## src/rtl/multicycle_controller.sv

```systemverilog
// Multi-cycle MIPS main control FSM: sequences the shared memory, the ALU
// and the PC over 3-5 cycles per instruction. A watchdog bounds how long
// each memory state waits for mem_ready.
module multicycle_controller #(
  parameter int TIMEOUT = 16,
  parameter int CNT_W   = 5
) (
  input  logic       clk,
  input  logic       rst,
  input  logic [5:0] opcode,
  input  logic       mem_ready,
  output logic       pc_write,
  output logic       pc_write_cond,
  output logic [1:0] pc_source,
  output logic       i_or_d,
  output logic       mem_read,
  output logic       mem_write,
  output logic       ir_write,
  output logic       reg_dst,
  output logic       mem_to_reg,
  output logic       reg_write,
  output logic       alu_src_a,
  output logic [1:0] alu_src_b,
  output logic [1:0] alu_op,
  output logic       instr_done,
  output logic       illegal_op,
  output logic       bus_error,
  output logic [3:0] state
);

  typedef enum logic [3:0] {
    FETCH     = 4'd0,
    DECODE    = 4'd1,
    MEM_ADR   = 4'd2,
    MEM_READ  = 4'd3,
    MEM_WB    = 4'd4,
    MEM_WRITE = 4'd5,
    EXECUTE   = 4'd6,
    ALU_WB    = 4'd7,
    BRANCH    = 4'd8,
    JUMP      = 4'd9,
    ADDI_EX   = 4'd10,
    ADDI_WB   = 4'd11
  } state_t;

  localparam logic [5:0] OP_RTYPE = 6'b000000;
  localparam logic [5:0] OP_LW    = 6'b100011;
  localparam logic [5:0] OP_SW    = 6'b101011;
  localparam logic [5:0] OP_BEQ   = 6'b000100;
  localparam logic [5:0] OP_J     = 6'b000010;
  localparam logic [5:0] OP_ADDI  = 6'b001000;

  localparam logic [CNT_W-1:0] CNT_LAST = CNT_W'(TIMEOUT - 1);

  state_t           cur;
  state_t           nxt;
  logic [CNT_W-1:0] cnt;
  logic [CNT_W-1:0] cnt_n;
  logic             waiting;
  logic             timeout;

  assign state = cur;

  // State register and watchdog counter.
  always_ff @(posedge clk) begin
    if (rst) begin
      cur <= FETCH;
      cnt <= '0;
    end else begin
      cur <= nxt;
      cnt <= cnt_n;
    end
  end

  // Next state, watchdog and datapath controls for the current state.
  always_comb begin
    nxt           = FETCH;
    cnt_n         = '0;
    pc_write      = 1'b0;
    pc_write_cond = 1'b0;
    pc_source     = 2'b00;
    i_or_d        = 1'b0;
    mem_read      = 1'b0;
    mem_write     = 1'b0;
    ir_write      = 1'b0;
    reg_dst       = 1'b0;
    mem_to_reg    = 1'b0;
    reg_write     = 1'b0;
    alu_src_a     = 1'b0;
    alu_src_b     = 2'b00;
    alu_op        = 2'b00;
    instr_done    = 1'b0;
    illegal_op    = 1'b0;
    bus_error     = 1'b0;

    waiting = (cur == FETCH) || (cur == MEM_READ) || (cur == MEM_WRITE);
    timeout = waiting && !mem_ready && (cnt == CNT_LAST);
    if (waiting && !mem_ready && !timeout) begin
      cnt_n = cnt + 1'b1;
    end

    case (cur)
      FETCH: begin
        mem_read  = 1'b1;
        alu_src_b = 2'b01;
        ir_write  = mem_ready;
        pc_write  = mem_ready;
        nxt       = mem_ready ? DECODE : FETCH;
      end
      DECODE: begin
        alu_src_b = 2'b11;
        case (opcode)
          OP_RTYPE:     nxt = EXECUTE;
          OP_LW, OP_SW: nxt = MEM_ADR;
          OP_BEQ:       nxt = BRANCH;
          OP_J:         nxt = JUMP;
          OP_ADDI:      nxt = ADDI_EX;
          default: begin
            illegal_op = 1'b1;
            nxt        = FETCH;
          end
        endcase
      end
      MEM_ADR: begin
        alu_src_a = 1'b1;
        alu_src_b = 2'b10;
        if (opcode == OP_LW)      nxt = MEM_READ;
        else if (opcode == OP_SW) nxt = MEM_WRITE;
        else                      nxt = FETCH;
      end
      MEM_READ: begin
        mem_read = 1'b1;
        i_or_d   = 1'b1;
        nxt      = mem_ready ? MEM_WB : MEM_READ;
      end
      MEM_WB: begin
        reg_write  = 1'b1;
        mem_to_reg = 1'b1;
        instr_done = 1'b1;
      end
      MEM_WRITE: begin
        mem_write  = 1'b1;
        i_or_d     = 1'b1;
        instr_done = mem_ready;
        nxt        = mem_ready ? FETCH : MEM_WRITE;
      end
      EXECUTE: begin
        alu_src_a = 1'b1;
        alu_op    = 2'b10;
        nxt       = ALU_WB;
      end
      ALU_WB: begin
        reg_write  = 1'b1;
        reg_dst    = 1'b1;
        instr_done = 1'b1;
      end
      BRANCH: begin
        alu_src_a     = 1'b1;
        alu_op        = 2'b01;
        pc_write_cond = 1'b1;
        pc_source     = 2'b01;
        instr_done    = 1'b1;
      end
      JUMP: begin
        pc_write   = 1'b1;
        pc_source  = 2'b10;
        instr_done = 1'b1;
      end
      ADDI_EX: begin
        alu_src_a = 1'b1;
        alu_src_b = 2'b10;
        nxt       = ADDI_WB;
      end
      ADDI_WB: begin
        reg_write  = 1'b1;
        instr_done = 1'b1;
      end
      default: begin
        nxt = FETCH;
      end
    endcase

    // Timeout overrides the wait: abort to FETCH with no completion pulse.
    if (timeout) begin
      bus_error = 1'b1;
      nxt       = FETCH;
    end

    if (rst) begin
      pc_write      = 1'b0;
      pc_write_cond = 1'b0;
      mem_read      = 1'b0;
      mem_write     = 1'b0;
      ir_write      = 1'b0;
      reg_write     = 1'b0;
      instr_done    = 1'b0;
      illegal_op    = 1'b0;
      bus_error     = 1'b0;
    end
  end

endmodule

```

## config.mk

```make
export PLATFORM = sky130hd
export DESIGN_NAME = multicycle_controller
export DESIGN_NICKNAME = d
export VERILOG_FILES = /design/src/rtl/multicycle_controller.sv
export SDC_FILE = /design/constraint.sdc
export NUM_CORES = 1
export LEC_CHECK = 0
export ABC_AREA = 1
export BUFFER_PORTS_ARGS = -buffer_cell sky130_fd_sc_hd__buf_2
export CORE_AREA = 2 2 47 49
export DETAILED_ROUTE_END_ITERATION = 6
export DIE_AREA = 0 0 49 51
export PLACE_DENSITY = 0.69
export SYNTH_ARGS = -nofsm -noshare
export SYNTH_HDL_FRONTEND = slang
export SYNTH_SLANG_ARGS = --single-unit
```

## constraint.sdc

```tcl
create_clock -name clk -period 1.4 [get_ports clk]
set_clock_uncertainty 0.2 [all_clocks]
set_input_delay 0.28 -clock clk [delete_from_list [all_inputs] [get_ports clk]]
set_output_delay 0.28 -clock clk [all_outputs]
set_load 0.01 [all_outputs]
```

---- After elaboration in Yosys (flattened, before gate mapping) ----
Index checks and enable logic that the tools add are counted.
storage, ports and cells
  flip-flop bits (word level) ............. 9
  output and inout bits ................... 23
  input bits .............................. 9
operators by class
  reductions and logical operators ........ 19
  add/sub/neg operators ................... 1
  muxes and demuxes ....................... 33
  eq/ne operators ......................... 17
  bitwise logic cells ..................... 1
operators with widths
  cell                                           count
  one-hot mux 4 bit (7 select lines)             1
  two-way mux 1 bit                              22
  one-hot mux 4 bit (5 select lines)             1
  == test 4 x 3 -> 1 bit, second input constant  4
  == test 4 bit, second input constant           4
  == test 6 bit, second input constant           2
  two-way mux 3 bit                              4
  OR reduction 2 bit                             6
  == test 4 x 2 -> 1 bit, second input constant  2
  one-hot mux 2 bit (2 select lines)             2
  == test 6 x 2 -> 1 bit, second input constant  1
  == test 6 x 3 -> 1 bit, second input constant  1
  == test 6 x 4 -> 1 bit, second input constant  1
  logical NOT 6 bit                              1
  one-hot mux 2 bit (3 select lines)             1
  OR reduction 6 bit                             1
  adder 5 x 1 -> 5 bit, second input constant    1
  == test 5 x 4 -> 1 bit, second input constant  1
  OR reduction 5 bit                             1
  == test 4 x 1 -> 1 bit, second input constant  1
  logical NOT 4 bit                              1
  one-hot mux 1 bit (2 select lines)             2
  OR reduction 4 bit                             1
  logical AND 1 bit                              3
  other kinds (4)                                6

---- Depth between registers and ports, before layout ----
  depth after elaboration ................. 9
  gate-level depth with buffers ........... 8
  mapped depth without buffers ............ 8

---- Least setup slack after synthesis ----
Ideal clock, no wire load.
  path kind ............................... register to output
  start ................................... register cur[1], in the netlist state[1]
  end ..................................... output instr_done
  buffers on the path ..................... 0
  path slack .............................. -240 ps
  arrival time ............................ 1160 ps
  stages on the path, launching flop included .. 6
  cells stage by stage .................... dfxtp_1 nor2_1 inv_2 nor2_1 a21oi_1 a31oi_1
on the way
  longest elaborated chain between the ends .. 4
  elaborated cells on any way between the ends .. 9
  classes of those cells .................. eq/ne (6); mux (2); reduce/logical (1)
ends and longest elaborated chain
  item                                                     RTL line  text
  start: declaration                                       55        state_t cur;
  start signal: assignment                                 70        cur <= nxt;
  == test 4 bit or == test 4 x 3 -> 1 bit (tied branches)  102       case (cur)
  OR reduction 5 bit (no source line)                      n/a
  one-hot mux 1 bit (2 select lines) *                     102
  two-way mux 1 bit *                                      189       if (rst) begin
  end: declaration                                         25        output logic instr_done,
Every way passes the cells marked *; elsewhere a longest branch is shown, timed or not.

---- Final worst setup path ----
  start ................................... register cur[0], in the netlist state[0]
  end ..................................... output pc_write_cond
on the way
  longest elaborated chain between the ends .. 3
ends and longest elaborated chain
  item               RTL line  text
  == test 4 bit      102
  two-way mux 1 bit  102
  two-way mux 1 bit  189
  end: declaration   13        output logic pc_write_cond,
Every way passes these cells.

==> flow_summary_export.csv <==
group,metric,value,unit
run,max_cap_viol_count,0,
global_routing,grt_usage,24.3,%
clock_network,cts.sinks,9,
setup_path,ff2ff_setup_slack,-160,ps
hold_path,whs_path_depth,5,
power_and_ir_drop,p_total,656,uW
global_routing,grt.overflow.total,0,
floorplan,die-height,51,um
sta,post-route-period-util,134,%
power_and_ir_drop,powerDensity,401,nW/um2
synth,yosysSeqAreaShare,23.7,%
detailed_routing,drc_errors,0,
sta,hold_slack,255,ps
sta,finalSetupTns,-7940,ps
clock_network,cts_htree_levels,1,
hold_path,min_from,"mem_ready",
place,io_buffers,31,
setup_path,critPathMaxFanout,5,
setup_path,critPathKind,"flop to output port",
synth,yosys_most_used_dff,"dfxtp_1",
floorplan,dieArea,2500,um2
clock_network,root_buffer,"clkbuf_4",
final_layout,nets,220,
synth,ys_ff_latch,9,
setup_path,crit_path_start_kind,"flop",
global_routing,grt_pass1_wl,4750,um
setup_path,critical_path_arrival,1390,ps
synth,async_reset_ff_share,0,%
sta,finalHoldViolations,0,
final_layout,drive_gt1_share,64.9,%
floorplan,die_w,49,um
detailed_routing,wire_per_inst,14.5,um
synth,syn_area_per_cell,5.76,um2
clock_network,clk_pin_slew_worst_paths,60,ps
place,routabilityCongestion,0.827,
synth,synthDistinctLibCells,23,
final_layout,syn2layout_area_growth,115,%
detailed_routing,drt-total-wl,3410,um
floorplan,rows,17,
setup_path,worstPathRequired,920,ps
place,hpwl,1930,um
final_layout,diodes,0,
sta,timing.fmax,0.534,GHz
setup_path,worstReg2RegEnd,"state[3]$_SDFF_PP0_",
global_routing,grt_max_degree,10,
sta,slew_headroom,86.8,%
sta,fin_ws,-471,ps
detailed_routing,drtIter0Drc,28,
run_status,violations,"negative setup slack",
sta,setup_viol,29,
sta,rsz0062_at_grt,"true",
hold_path,hold_path.class,"input port to flop",
setup_path,r2r_start,"state[1]$_SDFF_PP0_",
final_layout,fillers,122,
place,preCtsSetupSlack,-179,ps
global_routing,grt_pass1_vias,1147,
synth,synthCells,132,
sta,post-route-min-period,1870,ps
setup_path,cp-end-kind,"output port",
clock_network,numCtsBuffers,3,
floorplan,num_io_pins,32,
synth,ys.warnings.count,0,
clock_network,cts_tree,"yes",
global_routing,antenna_found_initial,0,
hold_path,hold_path_end,"state[2]$_SDFF_PP0_",
power_and_ir_drop,peakVddDrop,303,uV
sta,maxSlewViolCount,0,
setup_path,ff2ff_path_depth,10,
floorplan,core-area,2060,um2
run_status,status,"finished, violations left",
power_and_ir_drop,leakagePower,0.000829,uW
clock_network,cts_buffer_depth,2,
floorplan,initial_core_util,36.9,%
sta,tightest_slew,197,ps
detailed_routing,vias_per_cell,5.11,
detailed_routing,detail-route-antenna-nets,0,
synth,synth_edf_count,0,
synth,syn-num-nets,143,
detailed_routing,dr.pass1.iters,4,
clock_network,clk_latency,260,ps
synth,synth_area,761,um2
detailed_routing,dr_total_vias,1206,
## worst max-delay path, cell delays in order (launching register included)
cell and delay [ps]:
dfxtp_4 380, nor2_4 160, inv_4 60, nor2_4 150, inv_1 80, nor2_1 130, buf_2 160
## Yosys cell counts, types with 2 or more instances
cell type	n	share of area (%)
nor2_2	3	2.5
a21oi_1	3	2.0
nand3_2	3	3.9
o22ai_1	2	1.6
inv_2	4	2.0
nand3_1	10	6.6
ha_1	2	3.3
nor2_1	37	18
nand2_2	3	2.5
inv_1	15	7.4
nand2_1	28	14
nand2_4	2	3.0
nand3b_1	2	2.0
dfxtp_1	9	24
## report_power, final
part	switching [uW]	leakage (uW)	internal [uW]
Combinational	106	0.000737	81.2
Clock	94.0	0.0000150	110
Sequential	9.61	0.0000769	256
## logic make-up (layout without fill, tap and decap cells)
| kind of cell | after synthesis | after routing | synth area share [%] |
|---|---|---|---|
| xor gates and xnor gates | 2 | 2 | 2.30 |
| DFF | 9 | 9 | 23.7 |
| AOI/OAI and AO/OA | 7 | 7 | 5.10 |
| adders and majority gates | 2 | 2 | 3.29 |
| buffers and inverters | 21 | 97 | 10.9 |
| and+or+nand+nor | 91 | 91 | 54.8 |
## routing by layer
layer | wire length (um) | vias to the layer above | GRT usage [%] | share of wire, %
met4 | 212 | 0 | 13.8 | 6.2
met5 | 0 | - | 0 | 0
li1 | - | 571 | - | -
met3 | 112 | 22 | 0.877 | 3.3
met2 | 1810 | 48 | 47.7 | 53
met1 | 1280 | 565 | 26.2 | 37
## worst max path at each step
stage | from | to | slack [ps]
floorplan | cnt[1]$_SDFF_PP0_ | bus_error | -60
global placement | cnt[1]$_SDFF_PP0_ | bus_error | -140
CTS | cnt[1]$_SDFF_PP0_ | bus_error | -400
detailed placement | state[3]$_SDFF_PP0_ | bus_error | -180
finish | state[0]$_SDFF_PP0_ | pc_write_cond | -470
global route | state[0]$_SDFF_PP0_ | pc_write_cond | -510
## flip-flops by register name (all words and copies together) (netlist names)
register and cells:
cnt 5, state 4
## placed cells by master, fill, tap and decap left out, drive strengths merged
master / n
xor2: 1
clkinv: 1
o21ai: 1
clkbuf: 4
ha: 2
o22ai: 2
nand3b: 2
and3: 1
nor2: 40
dfxtp: 9
a21oi: 3
nand4: 1
a31oi: 1
xnor2: 1
nand3: 13
nand2: 33
nor3: 1
inv: 19
buf: 73
## through the flow
| stage | util [%] | instances | instance area [um2] |
|---|---|---|---|
| 6_report | 79.4 | 236 | 1640 |
| 5_1_grt | 79.4 | 236 | 1640 |
| 4_1_cts | 75.0 | 232 | 1550 |
| 3_5_place_dp | 63.3 | 224 | 1310 |
| 3_3_place_gp | 63.3 | 224 | 1310 |
| 2_1_floorplan | - | 132 | 867 |
## cell type report
cell class                      instances  area [um2]  share of cell area, %
Inverter                               20        87.6                   5.35
Timing Repair Buffer                   73         538                   32.8
Multi-Input combinational cell        102         753                   46.0
Sequential cell                         9         198                   12.1
Clock buffer                            4        26.3                   1.60
Tap cell                               28        35.0                   2.14
## repair_timing
item / CTS / global route
hold buffers: 0 / 0
pin swaps: 13 / 12
setup buffers: 6 / 5
endpoints found under the setup margin: 28 / 29
hold endpoints to repair: 0 / 0
gates resized for setup: 44 / 17
Power figures use the tool's default switching activity.
